--- config.mk ---
export PLATFORM = sky130hd
export DESIGN_NAME = ddr_line_fetch_flat
export DESIGN_NICKNAME = d
export VERILOG_FILES = /design/src/rtl/ddr_line_fetch_if.sv /design/src/rtl/ddr_line_fetch.sv /design/src/flat_wrapper.sv
export SDC_FILE = /design/constraint.sdc
export NUM_CORES = 1
export LEC_CHECK = 0
export BUFFER_PORTS_ARGS = -buffer_cell sky130_fd_sc_hd__buf_2
export CAP_MARGIN = 5
export CORE_AREA = 3 3 414 416
export DETAILED_ROUTE_END_ITERATION = 10
export DIE_AREA = 0 0 417 419
export SLEW_MARGIN = 40
export SYNTH_ARGS = -nofsm -noshare
export SYNTH_HDL_FRONTEND = slang
export SYNTH_SLANG_ARGS = --single-unit
export TNS_END_PERCENT = 100
--- constraint.sdc ---
create_clock -name DDRAM_CLK -period 6.6 [get_ports DDRAM_CLK]
set_input_delay 0.66 -clock DDRAM_CLK [delete_from_list [all_inputs] [get_ports DDRAM_CLK]]
set_output_delay 0.66 -clock DDRAM_CLK [all_outputs]
set_load 0.005 [all_outputs]
--- src/rtl/ddr_line_fetch_if.sv ---
// Command, pixel-stream and burst-read signals around the DDR line prefetcher.
// master = surrounding system (video path + burst-read block), slave = the prefetcher.
interface ddr_line_fetch_if;
  logic         line_start;
  logic [26:0]  line_addr;
  logic [10:0]  line_pixels;
  logic         line_busy;
  logic [23:0]  pix_data;
  logic         pix_valid;
  logic         pix_rd;
  logic [26:0]  mem_addr;
  logic         mem_rd;
  logic         mem_rd_ch;
  logic [7:0]   mem_burst;
  logic         mem_dout_ch;
  logic         mem_busy;
  logic         mem_dready;
  logic [959:0] mem960_dout;

  modport master (
    output line_start, line_addr, line_pixels, pix_rd, mem_busy, mem_dready, mem960_dout,
    input  line_busy, pix_data, pix_valid, mem_addr, mem_rd, mem_rd_ch, mem_burst, mem_dout_ch
  );

  modport slave (
    input  line_start, line_addr, line_pixels, pix_rd, mem_busy, mem_dready, mem960_dout,
    output line_busy, pix_data, pix_valid, mem_addr, mem_rd, mem_rd_ch, mem_burst, mem_dout_ch
  );
endinterface

--- src/rtl/ddr_line_fetch.sv ---
// Line prefetcher: splits a pixel-line fetch into ping-pong DDR bursts of up to 40 pixels
// and unpacks the returned 960-bit chunks into a one-pixel-per-pop stream.
//
// state | meaning
// IDLE  | waiting for pixels left to fetch and an empty fill channel
// REQ   | one-cycle burst request pulse on mem_rd
// WAIT  | burst outstanding; request fields held until mem_dready
module ddr_line_fetch (
  input logic             DDRAM_CLK,
  input logic             reset_n,
  ddr_line_fetch_if.slave bus
);
  typedef enum logic [1:0] {IDLE, REQ, WAIT} fill_state_t;

  fill_state_t state;
  logic [26:0] addr_q;
  logic [10:0] remain;
  logic [1:0]  full;
  logic        fill_ch;
  logic        drain_ch;
  logic [5:0]  pix_idx;
  logic [5:0]  cnt [2];
  logic        line_busy;
  logic        mem_rd;
  logic        mem_rd_ch;
  logic [7:0]  mem_burst;
  logic [26:0] mem_addr;

  logic [5:0]  chunk_n;
  logic [6:0]  burst_words;
  logic        start_ok;
  logic        pop;
  logic        last_in_chunk;
  logic        last_in_line;
  logic [9:0]  pix_base;
  logic        mem_busy_unused;

  always_comb begin
    chunk_n     = (remain > 11'd40) ? 6'd40 : remain[5:0];
    burst_words = ({1'b0, chunk_n} * 7'd3 + 7'd7) >> 3;
  end

  assign start_ok        = bus.line_start && !line_busy && (bus.line_pixels != 11'd0);
  assign pop             = bus.pix_rd && full[drain_ch];
  assign last_in_chunk   = (pix_idx == cnt[drain_ch] - 6'd1);
  assign last_in_line    = (remain == 11'd0) && !full[~drain_ch];
  assign pix_base        = {pix_idx, 4'b0000} + {1'b0, pix_idx, 3'b000};
  assign mem_busy_unused = bus.mem_busy;

  assign bus.line_busy   = line_busy;
  assign bus.pix_valid   = full[drain_ch];
  assign bus.pix_data    = bus.mem960_dout[pix_base +: 24];
  assign bus.mem_addr    = mem_addr;
  assign bus.mem_rd      = mem_rd;
  assign bus.mem_rd_ch   = mem_rd_ch;
  assign bus.mem_burst   = mem_burst;
  assign bus.mem_dout_ch = drain_ch;

  always_ff @(posedge DDRAM_CLK or negedge reset_n) begin
    if (!reset_n) begin
      state     <= IDLE;
      addr_q    <= '0;
      remain    <= '0;
      full      <= 2'b00;
      fill_ch   <= 1'b0;
      drain_ch  <= 1'b0;
      pix_idx   <= '0;
      cnt[0]    <= '0;
      cnt[1]    <= '0;
      line_busy <= 1'b0;
      mem_rd    <= 1'b0;
      mem_rd_ch <= 1'b0;
      mem_burst <= '0;
      mem_addr  <= '0;
    end else if (start_ok) begin
      addr_q    <= bus.line_addr;
      remain    <= bus.line_pixels;
      full      <= 2'b00;
      fill_ch   <= 1'b0;
      drain_ch  <= 1'b0;
      pix_idx   <= '0;
      line_busy <= 1'b1;
    end else begin
      case (state)
        IDLE: begin
          if (line_busy && (remain != 11'd0) && !full[fill_ch]) begin
            state        <= REQ;
            mem_rd       <= 1'b1;
            mem_rd_ch    <= fill_ch;
            mem_addr     <= addr_q;
            mem_burst    <= {1'b0, burst_words};
            cnt[fill_ch] <= chunk_n;
          end
        end
        REQ: begin
          mem_rd <= 1'b0;
          state  <= WAIT;
        end
        WAIT: begin
          // request fields stay put: the burst block may sample them late
          if (bus.mem_dready) begin
            full[fill_ch] <= 1'b1;
            fill_ch       <= ~fill_ch;
            addr_q        <= addr_q + 27'd60;
            remain        <= remain - {5'd0, cnt[fill_ch]};
            state         <= IDLE;
          end
        end
        default: state <= IDLE;
      endcase

      // fill never targets the draining channel, so both full[] writes are disjoint
      if (pop) begin
        if (last_in_chunk) begin
          full[drain_ch] <= 1'b0;
          drain_ch       <= ~drain_ch;
          pix_idx        <= '0;
          if (last_in_line) line_busy <= 1'b0;
        end else begin
          pix_idx <= pix_idx + 6'd1;
        end
      end
    end
  end
endmodule

--- src/flat_wrapper.sv ---
// flat-port wrapper written by rule: the top's interface ports become plain ports
module ddr_line_fetch_flat 
  (DDRAM_CLK, reset_n, bus_line_start, bus_line_addr, bus_line_pixels, bus_pix_rd, bus_mem_busy, bus_mem_dready, bus_mem960_dout, bus_line_busy, bus_pix_data, bus_pix_valid, bus_mem_addr, bus_mem_rd, bus_mem_rd_ch, bus_mem_burst, bus_mem_dout_ch);
  ddr_line_fetch_if bus_i ();
  input logic DDRAM_CLK;
  input logic reset_n;
  input wire logic [$bits(bus_i.line_start)-1:0] bus_line_start;
  input wire logic [$bits(bus_i.line_addr)-1:0] bus_line_addr;
  input wire logic [$bits(bus_i.line_pixels)-1:0] bus_line_pixels;
  input wire logic [$bits(bus_i.pix_rd)-1:0] bus_pix_rd;
  input wire logic [$bits(bus_i.mem_busy)-1:0] bus_mem_busy;
  input wire logic [$bits(bus_i.mem_dready)-1:0] bus_mem_dready;
  input wire logic [$bits(bus_i.mem960_dout)-1:0] bus_mem960_dout;
  output wire logic [$bits(bus_i.line_busy)-1:0] bus_line_busy;
  output wire logic [$bits(bus_i.pix_data)-1:0] bus_pix_data;
  output wire logic [$bits(bus_i.pix_valid)-1:0] bus_pix_valid;
  output wire logic [$bits(bus_i.mem_addr)-1:0] bus_mem_addr;
  output wire logic [$bits(bus_i.mem_rd)-1:0] bus_mem_rd;
  output wire logic [$bits(bus_i.mem_rd_ch)-1:0] bus_mem_rd_ch;
  output wire logic [$bits(bus_i.mem_burst)-1:0] bus_mem_burst;
  output wire logic [$bits(bus_i.mem_dout_ch)-1:0] bus_mem_dout_ch;
  assign bus_i.line_start = bus_line_start;
  assign bus_i.line_addr = bus_line_addr;
  assign bus_i.line_pixels = bus_line_pixels;
  assign bus_i.pix_rd = bus_pix_rd;
  assign bus_i.mem_busy = bus_mem_busy;
  assign bus_i.mem_dready = bus_mem_dready;
  assign bus_i.mem960_dout = bus_mem960_dout;
  assign bus_line_busy = bus_i.line_busy;
  assign bus_pix_data = bus_i.pix_data;
  assign bus_pix_valid = bus_i.pix_valid;
  assign bus_mem_addr = bus_i.mem_addr;
  assign bus_mem_rd = bus_i.mem_rd;
  assign bus_mem_rd_ch = bus_i.mem_rd_ch;
  assign bus_mem_burst = bus_i.mem_burst;
  assign bus_mem_dout_ch = bus_i.mem_dout_ch;
  ddr_line_fetch u_core (.DDRAM_CLK(DDRAM_CLK), .reset_n(reset_n), .bus(bus_i));
endmodule
# Yosys cells after proc, flatten, opt, wreduce, memory -nomap -nowiden
# Index checks and enable logic that the tools add are counted.
[totals] register_bits=96 rom_bits=0 mem_count=0 elab_cells=122 inputBits=1004 ram_bits=0 latchBits=0
[classes] n_eq_ne=5 n_lt_le_gt_ge=9 add_sub_neg=6 n_bitwise=8 n_mux=50 div=0 n_reduce_logical=28 n_shift=1 multipliers=1
[op_table] operator="960-bit by 11-bit variable part select with 24-bit output" count=1
[op_table] operator="27-bit 2-to-1 mux" count=3
[op_table] operator="6-bit 2-to-1 mux" count=11
[op_table] operator="11-bit 2-to-1 mux" count=3
[op_table] operator="27-bit by 6-bit adder with 27-bit output, second input constant" count=1
[op_table] operator="11-bit nonzero test" count=2
[op_table] operator="1-bit 2-to-1 mux" count=19
[op_table] operator="2-bit 2-to-1 mux" count=8
[op_table] operator="12-bit bitwise mux" count=1
[op_table] operator="3-bit AND reduction" count=4
[op_table] operator="2-bit nonzero test" count=6
[op_table] operator="11-bit by 6-bit > comparator with 1-bit output, second input constant" count=1
[op_table] operator="11-bit zero test" count=1
[op_table] operator="11-bit by 6-bit subtractor with 11-bit output" count=1
[op_table] operator="10-bit by 9-bit adder with 10-bit output" count=1
[op_table] operator="1-bit logical AND" count=9
[op_table] operator="7-bit by 3-bit adder with 7-bit output, second input constant" count=1
[op_table] operator="6-bit by 2-bit multiplier with 7-bit output, second input constant" count=1
[op_table] operator="6-bit by 1-bit adder with 6-bit output, second input constant" count=1
[op_table] operator="6-bit demux with 1-bit select" count=1
[op_table] operator="6-bit equality test" count=1
[op_table] operator="1-bit by 2-bit less-than comparator with 1-bit output, second input constant" count=3
[op_table] operator="2-bit case mux with 3 select lines" count=1
[op_table] operator="6-bit by 1-bit subtractor with 6-bit output, second input constant" count=1
[op_table] operator="17 further kinds" count=26

# Longest topological paths before layout
[depth] depth_word=12 mapped_depth=13 depth_no_buf=13

# Worst setup path before layout
# No wires, ideal clock.
[synth_timing] kind="reg-to-output" from="register u_core.pix_idx[1]" to="output port bus_pix_data[4]" arrival_ns=3.073 stages_incl_launch_ff=12 t_required_ns=5.940 setup_slack_ns=2.867 cell_sequence="dfrtp_1 -> ha_1 -> fa_1 -> buf_2 -> buf_2 -> clkbuf_1 -> clkbuf_1 -> mux4_2 -> mux2i_1 -> o22ai_1 -> o32ai_1 -> a31oi_1"
[synth_between] elab_chain_len=2
[synth_rtl] item="from (decl)" line="ddr_line_fetch.sv:21" source="logic [5:0] pix_idx;"
[synth_rtl] item="from (signal assigned)" line="ddr_line_fetch.sv:120" source="pix_idx <= pix_idx + 6'd1;"
[synth_rtl] item="10-bit by 9-bit adder with 10-bit output" line="ddr_line_fetch.sv:47" source="assign pix_base = {pix_idx, 4'b0000} + {1'b0, pix_idx, 3'b000};"
[synth_rtl] item="960-bit by 11-bit variable part select with 24-bit output" line="ddr_line_fetch.sv:52" source="assign bus.pix_data = bus.mem960_dout[pix_base +: 24];"
[synth_rtl] item="to (decl)" line="flat_wrapper.sv:15" source="output wire logic [$bits(bus_i.pix_data)-1:0] bus_pix_data;"
# Every way passes these cells.

# Worst setup path in the final report
# Same ends and word-level chain as after synthesis.

==> results.cfg <==
[worst_setup_path]
timing.rr.start = u_core.remain[1]$_DFFE_PN0P_
critPathMostFrequentCell = buf_4
end_kind = primary output
crit_chain = ha_4, fa_4, clkinv_2, buf_4, mux4_2, a32o_1, nor3_1, buf_4, o32ai_1, a31oi_1, buf_2
cp_max_fo = 12
r2r_slack_ns = 2.80
cp_slowest_cell = fa_4
max_stage_delay_ns = 0.98
worst_setup_path_start_kind = flip-flop
path_class = flip-flop to primary output
r2r_cells = 13
cp.required_ns = 5.94
timing.rr.end = u_core.bus.mem_burst[3]$_DFFE_PN0P_
critPathArrivalTime_ns = 5.05

[placed_design]
port_buffers = 1062
place_ws_ns = 1.221
hpwl_um = 180800
place_congestion = 0.9954

[drt]
drc = 0
wl_met2_um = 104300
detail_route.vias_per_cell = 5.486
initialDrtViolationCount = 4116
met1_length_um = 77950
ant_nets = 0
top_layer = met5
wl_met3_um = 20740
routed_wl_um = 213600
detail_route.wl_per_cell_um = 37.45
vias = 31290
drt_pass1_iterations = 6

[global_routing]
grt_pass1_vias = 30190
grt-ovfl-total = 0
antenna_found_initial = 136
grt.total_usage_pct = 23.24
grt_pass1_wl_um = 277200
grt_max_degree = 163

[sta]
worst_pin_slew_ns = 0.9111
report.final.slew_viol_count = 0
hold_viol = 0
skew_ns = 0.01308
fin_ws_ns = 0.8916
rsz0062_at_grt = false
max_freq_mhz = 175.2
finalCritPeriodShare_pct = 86.49
maxSlewHeadroom_pct = 39.13
finalSetupViolCount = 0
fin_crit_ns = 5.708
fin_setup_tns_ns = 0

[cts]
numCtsBuffers = 9
clk_latency_ns = 0.36
cts_tree = built
postCtsHoldBufs = 0
post_cts_buffers = 0
clkTransAtPathRegs_ns = 0.08
cts_resized = 0
ctsLongestPathBuffers = 2
clock-sinks = 96
cts-root-buf = clkbuf_16
cts_max_level = 3

[logic_synthesis]
ys_ff_latch = 96
synth_edf_count = 0
synth_top_area_share_pct = 50.27
syn_area_sq_um = 27100
yosysTopAreaCell = mux4_2
yosysUniqueCellTypes = 87
synth.avg_cell_area_sq_um = 10.85
synthMostInstantiatedCell = mux4_2
ys_warn_count = 0
ys_seq_area_share_pct = 8.863
synth_cells = 2497
synth_flop_cell = dfrtp_1
synth-async-reset-ratio_pct = 100.0
synthTopCellsByCount = mux4_2, nand2_1, mux2i_1, nor2_1, o21ai_0
ys_top_cells_by_area = mux4_2, dfrtp_1, mux2i_1

[final_layout]
nets = 4459
drive_gt1_share_pct = 55.83
area_growth_pct = 32.15
finish.utilization_pct = 21.37

[floorplanning]
num_rows = 150
io_pins = 1068
die_area_sq_um = 174700
initial_core_util_pct = 16.17
die_x_um = 417
design.core.area_sq_um = 167600
fp.dieH_um = 419

[run_status]
status = finished, final reports clean

[job]
cap_violations = 0

[power_and_ir_drop]
irDropWorstVdd_v = 0.0005106
p_leak_nw = 13.67
p_per_area_nw_per_um2 = 629.4

[min_path]
hp-class = input port to asynchronous set/reset pin
[flip-flops by register name, indices dropped and copies added (netlist names)]
name                    cells
u_core.addr_q              27
u_core.bus.line_busy        1
u_core.bus.mem_addr        27
u_core.bus.mem_burst        4
u_core.bus.mem_dout_ch      1
u_core.bus.mem_rd           1
u_core.bus.mem_rd_ch        1
u_core.cnt                 12
u_core.fill_ch              1
u_core.full                 2
u_core.pix_idx              6
u_core.remain              11
u_core.state                2
[placed cells by master, fill, tap and decap left out, types with 61 or more instances in the layout]
master / n
mux4_2: 605
o21ai_0: 98
dfrtp_1: 95
buf_4: 114
a21oi_1: 81
nor2_1: 93
buf_2: 1061
nand3_1: 61
nand2_1: 367
diode_2: 62
mux2i_1: 207
[where the power goes]
part | internal (mW) | total [mW] | switching (mW) | leakage (nW)
clock network | 0.306 | 0.568 | 0.262 | 0.157
registers | 0.834 | 1.10 | 0.262 | 1.18
logic | 8.25 | 20.9 | 12.6 | 12.3
[worst max path at each step]
| stage | startpoint | endpoint | slack, ns | cells past startpoint |
|---|---|---|---|---|
| after CTS | u_core.pix_idx[1]$_DFFE_PN0P_ | bus_pix_data[4] | 0.81 | 11 |
| final | u_core.pix_idx[1]$_DFFE_PN0P_ | bus_pix_data[4] | 0.89 | 11 |
| after floorplan | u_core.pix_idx[1]$_DFFE_PN0P_ | bus_pix_data[4] | 2.87 | 11 |
| after global routing | u_core.pix_idx[1]$_DFFE_PN0P_ | bus_pix_data[9] | 0.75 | 10 |
| after detailed placement | u_core.pix_idx[1]$_DFFE_PN0P_ | bus_pix_data[4] | 1.22 | 11 |
| after global placement | u_core.pix_idx[0]$_DFFE_PN0P_ | bus_pix_data[20] | 1.23 | 11 |
[per-stage QoR]
step	hold slack [ns]	cells	power (mW)	cell area (sq um)
floorplan	0.3644	2500	13.31	27120
global placement	0.4503	5619	21.99	35150
detailed placement	0.4579	5622	22.13	35270
CTS	0.1621	5638	22.80	35580
global route	0.1724	5672	23.78	35740
finish	0.1728	5703	22.54	35820
[routing by layer]
metal  up-vias  track usage (%)
met5         -                0
met4        90            9.163
met3       439            6.180
met2      2373            39.73
met1     15970            27.68
li1      12410                -
[final cells by class]
cell class / instances / area (sq um)
Tap cell: 2204 / 2758
Clock inverter: 7 / 90.09
Antenna cell: 62 / 155.1
Timing Repair Buffer: 1197 / 6596
Clock buffer: 9 / 225.2
Multi-Input combinational cell: 2109 / 23510
Inverter: 19 / 77.57
Sequential cell: 96 / 2406
Fill cell: 18340 / 131800
[cell families after synthesis]
logic type                 after synthesis  share of synthesized area (%)
adders and majority gates               23                          1.117
DFF                                     96                          8.863
other                                    1                        0.01384
AOI/OAI and AO/OA                      493                          12.33
and+or+nand+nor                        689                          11.17
muxes                                  857                          59.78
buffers and inverters                  295                          5.332
xor gates and xnor gates                43                          1.389
[worst max-delay path, delay by kind of cell (launching register included)]
| family | cells | cell delay [ns] |
|---|---|---|
| buffers and inverters | 4 | 1.34 |
| DFF | 1 | 0.50 |
| muxes | 1 | 0.47 |
| adders and majority gates | 2 | 1.22 |
| AOI/OAI and AO/OA | 3 | 0.66 |
| and+or+nand+nor | 1 | 0.43 |
(Power assumes the default switching activity.)
